===== config.mk =====
export PLATFORM = sky130hd
export DESIGN_NAME = arbitro_escrita_banco_flat
export DESIGN_NICKNAME = d
export VERILOG_FILES = /design/src/rtl/arbitro_escrita_banco_if.sv /design/src/rtl/arbitro_escrita_banco.sv /design/src/flat_wrapper.sv
export SDC_FILE = /design/constraint.sdc
export NUM_CORES = 1
export LEC_CHECK = 0
export BUFFER_PORTS_ARGS = -buffer_cell sky130_fd_sc_hd__buf_2
export CAP_MARGIN = 10
export CELL_PAD_IN_SITES_DETAIL_PLACEMENT = 1
export CELL_PAD_IN_SITES_GLOBAL_PLACEMENT = 2
export CORE_MARGIN = 3
export CORE_UTILIZATION = 23
export CTS_CLUSTER_SIZE = 12
export DETAILED_ROUTE_END_ITERATION = 6
export HOLD_SLACK_MARGIN = 0.08
export PLACE_DENSITY = 0.85
export SYNTH_ARGS = -nofsm -noshare
export SYNTH_HDL_FRONTEND = slang
export SYNTH_SLANG_ARGS = --single-unit
export TNS_END_PERCENT = 1

===== constraint.sdc =====
create_clock -name clock -period 1.9 [get_ports clock]
set_input_delay 0.285 -clock clock [delete_from_list [all_inputs] [get_ports clock]]
set_output_delay 0.285 -clock clock [all_outputs]
set_load 0.02 [all_outputs]

===== src/rtl/arbitro_escrita_banco_if.sv =====
// Writeback request bundle: two requesters (0 = ALU, 1 = memory load)
// sharing the register bank write port through a valid/ack handshake.
interface arbitro_escrita_banco_if #(
    parameter int LARGURA  = 32,
    parameter int ENDERECO = 4
);
    logic                req0;
    logic [ENDERECO-1:0] end0;
    logic [LARGURA-1:0]  dado0;
    logic                ack0;
    logic                req1;
    logic [ENDERECO-1:0] end1;
    logic [LARGURA-1:0]  dado1;
    logic                ack1;

    modport master (
        output req0, end0, dado0, req1, end1, dado1,
        input  ack0, ack1
    );

    modport slave (
        input  req0, end0, dado0, req1, end1, dado1,
        output ack0, ack1
    );
endinterface


===== src/rtl/arbitro_escrita_banco.sv =====
// Round-robin write-port arbiter for the 16x32 register bank, with a
// pending-write scoreboard used by decode for RAW hazard detection.
module arbitro_escrita_banco #(
    parameter int LARGURA  = 32,
    parameter int ENDERECO = 4
) (
    input  logic                     clock,
    input  logic                     reset,
    arbitro_escrita_banco_if.slave   bus,
    input  logic                     reserva,
    input  logic [ENDERECO-1:0]      end_reserva,
    input  logic [ENDERECO-1:0]      consulta_a,
    input  logic [ENDERECO-1:0]      consulta_b,
    output logic                     ocupado_a,
    output logic                     ocupado_b,
    output logic [2**ENDERECO-1:0]   pendente,
    output logic                     Hab_Escrita,
    output logic [ENDERECO-1:0]      Sel_C,
    output logic [LARGURA-1:0]       WC
);
    logic                   prio;
    logic                   grant;
    logic [ENDERECO-1:0]    end_g;
    logic [LARGURA-1:0]     dado_g;
    logic [2**ENDERECO-1:0] pend_next;

    // prio names the requester that wins when both ask; acks are masked during reset
    always_comb begin
        bus.ack0 = 1'b0;
        bus.ack1 = 1'b0;
        if (!reset) begin
            if (bus.req0 && (!bus.req1 || !prio))
                bus.ack0 = 1'b1;
            else if (bus.req1)
                bus.ack1 = 1'b1;
        end
    end

    always_comb begin
        grant  = bus.ack0 | bus.ack1;
        end_g  = bus.ack0 ? bus.end0  : bus.end1;
        dado_g = bus.ack0 ? bus.dado0 : bus.dado1;
    end

    // Set is applied after clear so a same-edge reservation keeps the register pending
    always_comb begin
        pend_next = pendente;
        if (grant)
            pend_next[end_g] = 1'b0;
        if (reserva)
            pend_next[end_reserva] = 1'b1;
    end

    always_ff @(posedge clock or posedge reset) begin
        if (reset) begin
            Hab_Escrita <= 1'b0;
            Sel_C       <= '0;
            WC          <= '0;
            pendente    <= '0;
            prio        <= 1'b0;
        end else begin
            Hab_Escrita <= grant;
            pendente    <= pend_next;
            if (grant) begin
                Sel_C <= end_g;
                WC    <= dado_g;
                prio  <= bus.ack0;
            end
        end
    end

    always_comb begin
        ocupado_a = pendente[consulta_a];
        ocupado_b = pendente[consulta_b];
    end
endmodule


===== src/flat_wrapper.sv =====
// flat-port wrapper written by rule: the top's interface ports become plain ports
module arbitro_escrita_banco_flat 
#(
    parameter int LARGURA  = 32,
    parameter int ENDERECO = 4
)
  (clock, reset, reserva, end_reserva, consulta_a, consulta_b, ocupado_a, ocupado_b, pendente, Hab_Escrita, Sel_C, WC, bus_req0, bus_end0, bus_dado0, bus_req1, bus_end1, bus_dado1, bus_ack0, bus_ack1);
  arbitro_escrita_banco_if #(.LARGURA(LARGURA), .ENDERECO(ENDERECO)) bus_i ();
  input  logic clock;
  input  logic reset;
  input  logic reserva;
  input  logic [ENDERECO-1:0] end_reserva;
  input  logic [ENDERECO-1:0] consulta_a;
  input  logic [ENDERECO-1:0] consulta_b;
  output logic ocupado_a;
  output logic ocupado_b;
  output logic [2**ENDERECO-1:0] pendente;
  output logic Hab_Escrita;
  output logic [ENDERECO-1:0] Sel_C;
  output logic [LARGURA-1:0] WC;
  input wire logic [$bits(bus_i.req0)-1:0] bus_req0;
  input wire logic [$bits(bus_i.end0)-1:0] bus_end0;
  input wire logic [$bits(bus_i.dado0)-1:0] bus_dado0;
  input wire logic [$bits(bus_i.req1)-1:0] bus_req1;
  input wire logic [$bits(bus_i.end1)-1:0] bus_end1;
  input wire logic [$bits(bus_i.dado1)-1:0] bus_dado1;
  output wire logic [$bits(bus_i.ack0)-1:0] bus_ack0;
  output wire logic [$bits(bus_i.ack1)-1:0] bus_ack1;
  assign bus_i.req0 = bus_req0;
  assign bus_i.end0 = bus_end0;
  assign bus_i.dado0 = bus_dado0;
  assign bus_i.req1 = bus_req1;
  assign bus_i.end1 = bus_end1;
  assign bus_i.dado1 = bus_dado1;
  assign bus_ack0 = bus_i.ack0;
  assign bus_ack1 = bus_i.ack1;
  arbitro_escrita_banco #(.LARGURA(LARGURA), .ENDERECO(ENDERECO)) u_core (.clock(clock), .reset(reset), .bus(bus_i), .reserva(reserva), .end_reserva(end_reserva), .consulta_a(consulta_a), .consulta_b(consulta_b), .ocupado_a(ocupado_a), .ocupado_b(ocupado_b), .pendente(pendente), .Hab_Escrita(Hab_Escrita), .Sel_C(Sel_C), .WC(WC));
endmodule

==> reports/results.txt <==
Critical Path AT: 1690 ps
total power: 3.65 mW
fraction of layout cells with a size suffix above 1: 39.6%
Detailed Place HPWL: 8130 microns
initial antenna violation count: 0
Fmax: 0.506 GHz
Simple-Gate Fraction of Synth Area: 21.2%
Final Max Tran Viols: 0
clk buf depth: 2
Synth cell types: 41
synth cell count leaders: nor2_1, dfrtp_1, o22ai_1, a21oi_1
initial core utilization: 23.7%
worst ir drop on vdd: 0.000399 V
Post-Synth XOR/XNOR Area: 0%
flops & latches, synth: 54
Yosys Warn Count: 0
Core Box Area: 0.0121 sq mm
RSZ-0062 raised after global routing: yes
Die X: 118 microns
vias in the first global route: 3006
CP Capture Type: output pin
Cells on Worst Hold Path: 3
failing checks: setup timing
Final Critical Period: 1980 ps
max-cap viol count: 0
actual slew at the worst max-slew pin: 654 ps
crit-path max FO: 4
Hold Path Class: in2reg
post-synth top area share: 47.1%
I/O Buffers: 145
total routed wirelength: 10100 microns
TritonCTS Buffers: 5
Area growth, synth to finish: 39.5%
power per cell area: 913 mW/mm^2
worst-path cell chain: mux4_2 > nor2b_1 > a211oi_1 > a21oi_1 > buf_4
Max stage delay on crit path: 470 ps
Seq/Total Area, Yosys: 47.1%
first-pass GRT wire length: 16300 microns
Detailed Route Iter0 Violations: 117
ANT nets after route: 0
root buffer cell: clkbuf_16
CP Data Required Time: 1620 ps
Leakage Power: 1.83 nW
Worst-path clk slew: 70 ps
FF-to-FF setup slack: 330 ps
Adder-Cell Fraction of Synth Area: 0%
prevailing post-synth register cell: dfrtp_1
Ports: 146
CTS tree: yes
most frequent cell after synthesis: nor2_1
Syn Inst Count: 318
total clock sinks: 54
H-Tree Depth: 2
# fillers: 1513
residual DRC count: 0
Synthesized Nets: 407
Die Ht: 118 microns
cell taking the most area after synthesis: dfrtp_1
crit path kind: reg2out
Rel. slew slack: 56.4%
status: complete, but fails checks
Placed Cells: 622
Async SR Flop Fraction: 100%
clk_skew: 2.84 ps
WL/cell: 16.0 microns
GR Overflow Total: 0
final worst path period share: 104%
Post-Place Setup Slack: 80.3 ps
pin count of the biggest net entering global routing: 35
startpoint types: flop
Ant. Diodes: 0
Area contributors post-synth: dfrtp_1, nor2_1, o22ai_1, mux4_2, a21oi_1
Via Count: 2980
fin util: 33.0%
vias per std cell: 4.71
number of synthesized flops with an enable pin: 0
final worst slack: -77.9 ps
compound-gate portion of the synthesized area: 18.4%
GRT Resource Usage Total: 14.5%
Register-to-Register Path Depth: 4
Layout Cells excl Fill: 633
1st-pass router iterations: 4
Worst path slowest cell: mux4_2
Rows: 40
Final Wtd Congestion: 0.877
Synth Cell Area: 0.00287 sq mm
largest family of logic cells by synthesized area: simple AND/OR/NAND/NOR gates
mux cell area share after synthesis: 8.72%
worst skew pair latency: 290 ps
Setup-failing EPs final: 2
count of final hold-check violations: 0
Die ar.: 0.0138 sq mm
syn_area_per_cell: 9.02 sq um
nets: 554
[report_power, final]
group          internal, mW  total, mW  leakage [nW]  switching, mW
clock                 0.617       1.02        0.0799          0.404
sequential             1.34       1.49         0.591          0.150
combinational         0.447       1.14          1.16          0.696
total                  2.40       3.65          1.83           1.25
[cell type report]
cell class | count | area (sq um) | share of cell area [%]
tap | 168 | 210 | 5.25
clock buffer | 5 | 125 | 3.13
clock inverter | 2 | 38.8 | 0.969
multi-input combinational | 234 | 1390 | 34.8
timing repair buffer | 160 | 841 | 21.0
inverter | 10 | 40.0 | 1.00
sequential | 54 | 1350 | 33.8
[flip-flops by register name, indices dropped and copies added (netlist names)]
| name | cells |
|---|---|
| u_core.Hab_Escrita | 1 |
| u_core.Sel_C | 4 |
| u_core.WC | 32 |
| u_core.prio | 1 |
| u_core.pendente | 16 |
[routing by layer]
| metal | share of wire, % | GRT usage [%] | up-vias |
|---|---|---|---|
| li1 | - | - | 1436 |
| met1 | 44 | 18.3 | 1479 |
| met2 | 52 | 25.7 | 60 |
| met3 | 3.0 | 2.40 | 5 |
| met4 | 0.86 | 3.52 | 0 |
| met5 | 0 | 0 | - |
[layout by cell type (no fill, tap or decap), drive strengths merged, types with 2 or more instances in the layout]
cell and count:
inv 10, nand2 16, mux4 8, nor4b 2, nor3 15, dfrtp 54, mux2i 7, nand3b 4
nand3 5, a32oi 2, o21ai 8, o2111ai 3, a21o 2, nand2b 3, clkbuf 5, buf 160
nor2b 2, o31ai 2, a211oi 3, nor2 88, a21oi 17, o22ai 32, a41o 2
[worst max-delay path, delay by kind of cell (launching register included)]
family | cells | cell delay [ps]
simple gates | 1 | 140
mux | 1 | 470
flops | 1 | 400
buf+inv | 1 | 160
compound gates | 2 | 220
[path summary, 6_finish.rpt]
kind,from,to
max,u_core.pendente[3],ocupado_a
min,bus_dado0[10],u_core.WC[10]
max reg2reg,u_core.prio,u_core.pendente[7]
min reg2reg,u_core.Sel_C[0],u_core.Sel_C[0]
max in group asynchronous,reset,u_core.pendente[10]
min in group asynchronous,reset,u_core.prio
[cells by family (layout without fill, tap and decap cells)]
| group | count (synthesis) | count (layout) |
|---|---|---|
| simple gates | 139 | 139 |
| mux | 15 | 15 |
| buf+inv | 30 | 177 |
| flops | 54 | 54 |
| compound gates | 80 | 80 |
[per-stage QoR]
stage | cell area (sq um) | hold slack, ps | TNS (ps)
after global placement | 3800 | 460 | 0
final | 4000 | 235 | -112
after detailed placement | 3800 | 466 | 0
after CTS | 3990 | 225 | -172
after floorplan | 2870 | 418 | 0
after global routing | 4000 | 236 | -224
[repair_timing]
| action | 4_1_cts | 5_1_grt |
|---|---|---|
| buffers inserted | 2 | 2 |
| endpoints found under the setup margin | 2 | 2 |
| hold buffers | 0 | 0 |
| pin swaps | 2 | 1 |
| resized for setup | 2 | 1 |
(Power assumes the default switching activity.)
